[src/rtl/uart_dbg_bridge.sv]
// Debug-protocol responder between the uart byte interface and a req/ack memory bus.
// Decodes 'R'/'W' commands, runs one 32-bit bus transaction and streams the reply.
module uart_dbg_bridge #(
  parameter int unsigned BUS_TIMEOUT = 1024,
  parameter logic [7:0]  OP_READ     = 8'h52,
  parameter logic [7:0]  OP_WRITE    = 8'h57
) (
  input  logic        clk,
  input  logic        rst,
  input  logic [7:0]  rx_data,
  input  logic        rx_data_fresh,
  output logic [7:0]  tx_data,
  output logic        tx_data_valid,
  input  logic        tx_data_ack,
  output logic        bus_req,
  output logic        bus_we,
  output logic [31:0] bus_addr,
  output logic [31:0] bus_wdata,
  input  logic [31:0] bus_rdata,
  input  logic        bus_ack,
  output logic        busy
);

  localparam int unsigned     TMO_W    = $clog2(BUS_TIMEOUT);
  localparam logic [TMO_W-1:0] TMO_LAST = TMO_W'(BUS_TIMEOUT - 1);
  localparam logic [7:0]      RSP_OK   = 8'h4B;
  localparam logic [7:0]      RSP_BAD  = 8'h3F;
  localparam logic [7:0]      RSP_ERR  = 8'h45;

  typedef enum logic [2:0] {IDLE, ADDR, WDATA, BUS, RESP} state_t;

  state_t           state;
  logic [1:0]       byte_cnt;
  logic [TMO_W-1:0] tmo_cnt;
  logic [31:0]      resp;
  logic [2:0]       resp_cnt;

  // Command decode, bus sequencing and response streaming in one registered FSM.
  always_ff @(posedge clk or negedge rst) begin
    if (!rst) begin
      state         <= IDLE;
      byte_cnt      <= '0;
      tmo_cnt       <= '0;
      resp          <= '0;
      resp_cnt      <= '0;
      tx_data       <= '0;
      tx_data_valid <= 1'b0;
      bus_req       <= 1'b0;
      bus_we        <= 1'b0;
      bus_addr      <= '0;
      bus_wdata     <= '0;
      busy          <= 1'b0;
    end else begin
      case (state)
        IDLE: begin
          if (rx_data_fresh) begin
            byte_cnt <= '0;
            busy     <= 1'b1;
            if (rx_data == OP_READ) begin
              bus_we <= 1'b0;
              state  <= ADDR;
            end else if (rx_data == OP_WRITE) begin
              bus_we <= 1'b1;
              state  <= ADDR;
            end else begin
              resp          <= {RSP_BAD, 24'h0};
              resp_cnt      <= 3'd1;
              tx_data       <= RSP_BAD;
              tx_data_valid <= 1'b1;
              state         <= RESP;
            end
          end
        end
        ADDR: begin
          if (rx_data_fresh) begin
            bus_addr <= {bus_addr[23:0], rx_data};
            byte_cnt <= byte_cnt + 2'd1;
            if (byte_cnt == 2'd3) begin
              if (bus_we) begin
                state <= WDATA;
              end else begin
                state   <= BUS;
                bus_req <= 1'b1;
                tmo_cnt <= '0;
              end
            end
          end
        end
        WDATA: begin
          if (rx_data_fresh) begin
            bus_wdata <= {bus_wdata[23:0], rx_data};
            byte_cnt  <= byte_cnt + 2'd1;
            if (byte_cnt == 2'd3) begin
              state   <= BUS;
              bus_req <= 1'b1;
              tmo_cnt <= '0;
            end
          end
        end
        BUS: begin
          // An ack on the final timeout cycle still completes the transaction.
          if (bus_req && bus_ack) begin
            bus_req       <= 1'b0;
            tx_data_valid <= 1'b1;
            state         <= RESP;
            if (bus_we) begin
              resp     <= {RSP_OK, 24'h0};
              resp_cnt <= 3'd1;
              tx_data  <= RSP_OK;
            end else begin
              resp     <= bus_rdata;
              resp_cnt <= 3'd4;
              tx_data  <= bus_rdata[31:24];
            end
          end else if (tmo_cnt == TMO_LAST) begin
            bus_req       <= 1'b0;
            resp          <= {RSP_ERR, 24'h0};
            resp_cnt      <= 3'd1;
            tx_data       <= RSP_ERR;
            tx_data_valid <= 1'b1;
            state         <= RESP;
          end else begin
            tmo_cnt <= tmo_cnt + TMO_W'(1);
          end
        end
        RESP: begin
          // Drop valid for one cycle after each ack, then present the next byte.
          if (tx_data_valid) begin
            if (tx_data_ack) begin
              tx_data_valid <= 1'b0;
              resp          <= {resp[23:0], 8'h00};
              resp_cnt      <= resp_cnt - 3'd1;
              if (resp_cnt == 3'd1) begin
                state <= IDLE;
                busy  <= 1'b0;
              end
            end
          end else begin
            tx_data       <= resp[31:24];
            tx_data_valid <= 1'b1;
          end
        end
        default: begin
          state <= IDLE;
          busy  <= 1'b0;
        end
      endcase
    end
  end

endmodule

[config.mk]
export PLATFORM = sky130hd
export DESIGN_NAME = uart_dbg_bridge
export DESIGN_NICKNAME = d
export VERILOG_FILES = /design/src/rtl/uart_dbg_bridge.sv
export SDC_FILE = /design/constraint.sdc
export NUM_CORES = 1
export LEC_CHECK = 0
export CORE_UTILIZATION = 29
export CTS_CLUSTER_SIZE = 12
export DETAILED_ROUTE_END_ITERATION = 8
export PLACE_DENSITY = 0.64
export SETUP_SLACK_MARGIN = 0.1
export SLEW_MARGIN = 10
export SYNTH_ARGS = -nofsm -noshare
export SYNTH_HDL_FRONTEND = slang
export SYNTH_SLANG_ARGS = --single-unit
export TNS_END_PERCENT = 100
[constraint.sdc]
create_clock -name clk -period 1.8 [get_ports clk]
set_input_delay 0.18 -clock clk [delete_from_list [all_inputs] [get_ports clk]]
set_output_delay 0.18 -clock clk [all_outputs]
set_load 0.05 [all_outputs]
==> out/results.ini <==
[routing]
vias=4442
wirelength_microns=14800
route.detailed.drc=0
wl_per_cell_microns=16.36
drt.antenna.violating_nets=0
vias_per_cell=4.908
drtIter0Drc=255
drt-pass1-iter-count=5

[clock_tree]
clkSinkCount=126
cts_buffers=17
clk_path_buf_depth=2
clock_insertion_delay_worst_skew_ns=0.41
clk_pin_slew_ns=0.06
tritoncts=done
htree_levels=4
cts_root_buffer=clkbuf_16

[pwr]
power_density_nw_per_um2=1115
p_leak_nw=4.056
peakVddDrop_uv=711.9

[finish]
antennaDiodeCount=0
syn2layout_area_growth_pct=54.02
final_area_sq_um=8451
nets=712
mostFrequentLayoutCell=dfrtp_1
final_cell_mix=dfrtp_1, buf_4, mux2_2
drive_gt1_share_pct=37.57

[global_routing]
grt_use_total_pct=15.48
use_met2_pct=26.84
grt.overflow.total=0
grt_max_degree=50
grt_pass1_vias=4615
busiest_layer=met2
gr-usage-met3_pct=3.304
antenna_found_initial=0
grt_pass1_wl_microns=23900
grtUsageMet1_pct=18.60

[critical_path]
worstPathRequired_ns=2.10
setup.worst_path.end_class=flop
r2r_cells=8
worst-setup-path-type=flop to flop
arrival_ns=2.10
worst-path-max-fanout=3
cp-start-kind=flop

[min_path]
holdCritPathClass=input port to asynchronous set/reset pin

[outcome]
violations=setup timing
outcome=complete, but fails checks

[sta]
finalSetupViolations=2
skew_ns=0.007818
worst_pin_slew_ns=0.5535
rsz0062_at_grt=yes
setup_tns_ns=-0.003560
fin_crit_ns=1.802
hold_viol=0
slew_viol_final=0
max_freq_mhz=554.9
slew-limit-headroom_pct=63.24
final.period_utilization_pct=100.1
worst_slack_ns=-0.002150

[run]
cap_viol_max_count=0

[floorplanning]
placementRows=49
die_h_microns=139.5
coreArea_sq_um=18270
start_util_pct=30.03
die_area_sq_um=19470
ios=121
fp.dieW_microns=139.5

[synthesis]
synth_fp_nets=515
yosys-top-cells-area=dfrtp_1, mux2_2, o21ai_0, nand2_1, a22oi_1
yosys.area.top_type=dfrtp_1
synth.cell_area_sq_um=5487
post_synth_num_cell_types=50
synth_area_per_cell_sq_um=11.77
synth-async-reset-ratio_pct=100.0
netlist.area_leader.share_pct=57.47
synthesis.instances=466
synth-edff-count=0
yosysWarnings=0
synth-seq-cells=126
synth-main-ff-cell=dfrtp_1
ys_seq_area_share_pct=57.47

[placed_design]
portBuffers=120
post-dp-hpwl_microns=10040
place.gp.congestion=0.8082
placed_area_sq_um=7411

stage by stage:
| stage | std cells | setup slack (ns) | utilization (%) | hold WS, ns | power [mW] |
|---|---|---|---|---|---|
| floorplan | 466 | -0.02203 | - | -0.1156 | 4.593 |
| global placement | 844 | -0.2426 | 40.56 | 0.1046 | 5.568 |
| detailed placement | 844 | -0.2738 | 40.56 | 0.1134 | 5.643 |
| CTS | 888 | 0.02291 | 44.36 | 0.2259 | 8.995 |
| global route | 905 | -0.09298 | 46.25 | 0.2414 | 9.875 |
| finish | 905 | -0.002150 | 46.25 | 0.2176 | 9.426 |
critical path, cell delays in order (launching register included):
cell,delay [ns]
dfrtp_1,0.41
ha_4,0.17
nand3_4,0.09
o31ai_4,0.35
buf_4,0.19
o22ai_4,0.10
buf_6,0.14
buf_6,0.10
a21o_1,0.14
per-layer routing:
layer  share of wire, %  wire, microns
met5                  0              0
met2                 53           7825
met4                2.1            307
met1                 42           6279
met3                2.6            392
cell usage after synthesis (3+ instances only):
cell type    n
dfrtp_1    126
mux2_2      65
o21ai_0     49
nand2_1     48
nor2_1      27
a22oi_1     18
buf_2       15
a21oi_1     13
a22o_1      10
clkbuf_1     9
inv_1        8
nand3_1      5
nor3_1       5
xor2_1       5
a21o_1       4
ha_1         4
o211ai_1     4
o22ai_1      4
a211oi_1     3
a31oi_1      3
nand2b_1     3
o31ai_1      3
xnor2_1      3
cell families (layout without fill, tap and decap cells):
| family | Yosys count | in the layout | synth area share (%) |
|---|---|---|---|
| compound gates | 125 | 125 | 15.05 |
| xor+xnor | 8 | 8 | 1.277 |
| fa+ha+maj | 4 | 4 | 0.9122 |
| buf+inv | 34 | 244 | 2.942 |
| flops | 126 | 126 | 57.47 |
| mux | 66 | 66 | 13.55 |
| simple gates | 103 | 103 | 8.803 |
area by class of cell:
type,instances,area [sq um]
Tap cell,229,286.5
Clock inverter,15,137.6
Inverter,8,32.53
Timing Repair Buffer,204,1958
Multi-Input combinational cell,306,2452
Fill cell,1654,9819
Clock buffer,17,425.4
Sequential cell,126,3158
sequential cells by signal, indices dropped and copies added, names as in the netlist:
| register | count |
|---|---|
| bus_addr | 32 |
| bus_req | 1 |
| bus_wdata | 32 |
| bus_we | 1 |
| busy | 1 |
| byte_cnt | 2 |
| resp | 32 |
| resp_cnt | 3 |
| state | 3 |
| tmo_cnt | 10 |
| tx_data | 8 |
| tx_data_valid | 1 |
where the power goes:
| group | internal [mW] | total [mW] | switching, mW | leakage (nW) |
|---|---|---|---|---|
| clock network | 1.91 | 3.22 | 1.31 | 0.259 |
| registers | 3.06 | 3.22 | 0.162 | 1.71 |
| logic | 1.37 | 2.98 | 1.62 | 2.09 |
path summary, 6_finish.rpt:
check / startpoint / endpoint / slack (ns)
setup / recovery: tmo_cnt[1] / tx_data[4] / -0.002
hold / removal: rst / bus_wdata[29] / 0.22
setup reg to reg: tmo_cnt[1] / tx_data[4] / -0.002
hold reg to reg: resp[28] / resp[28] / 0.47
max in group asynchronous: rst / bus_addr[21] / 0.90
min in group clk: bus_rdata[2] / resp[2] / 0.38
repair_timing:
item                                    in CTS  in global routing
setup buffers                               10                 16
resized for setup                           86                 62
endpoints found under the setup margin     134                121
endpoints found under the hold margin       29                  0
pin swaps                                    8                 38
hold buffers                                 1                  0
gates cloned                                 1                  3
Power figures use the tool's default switching activity.
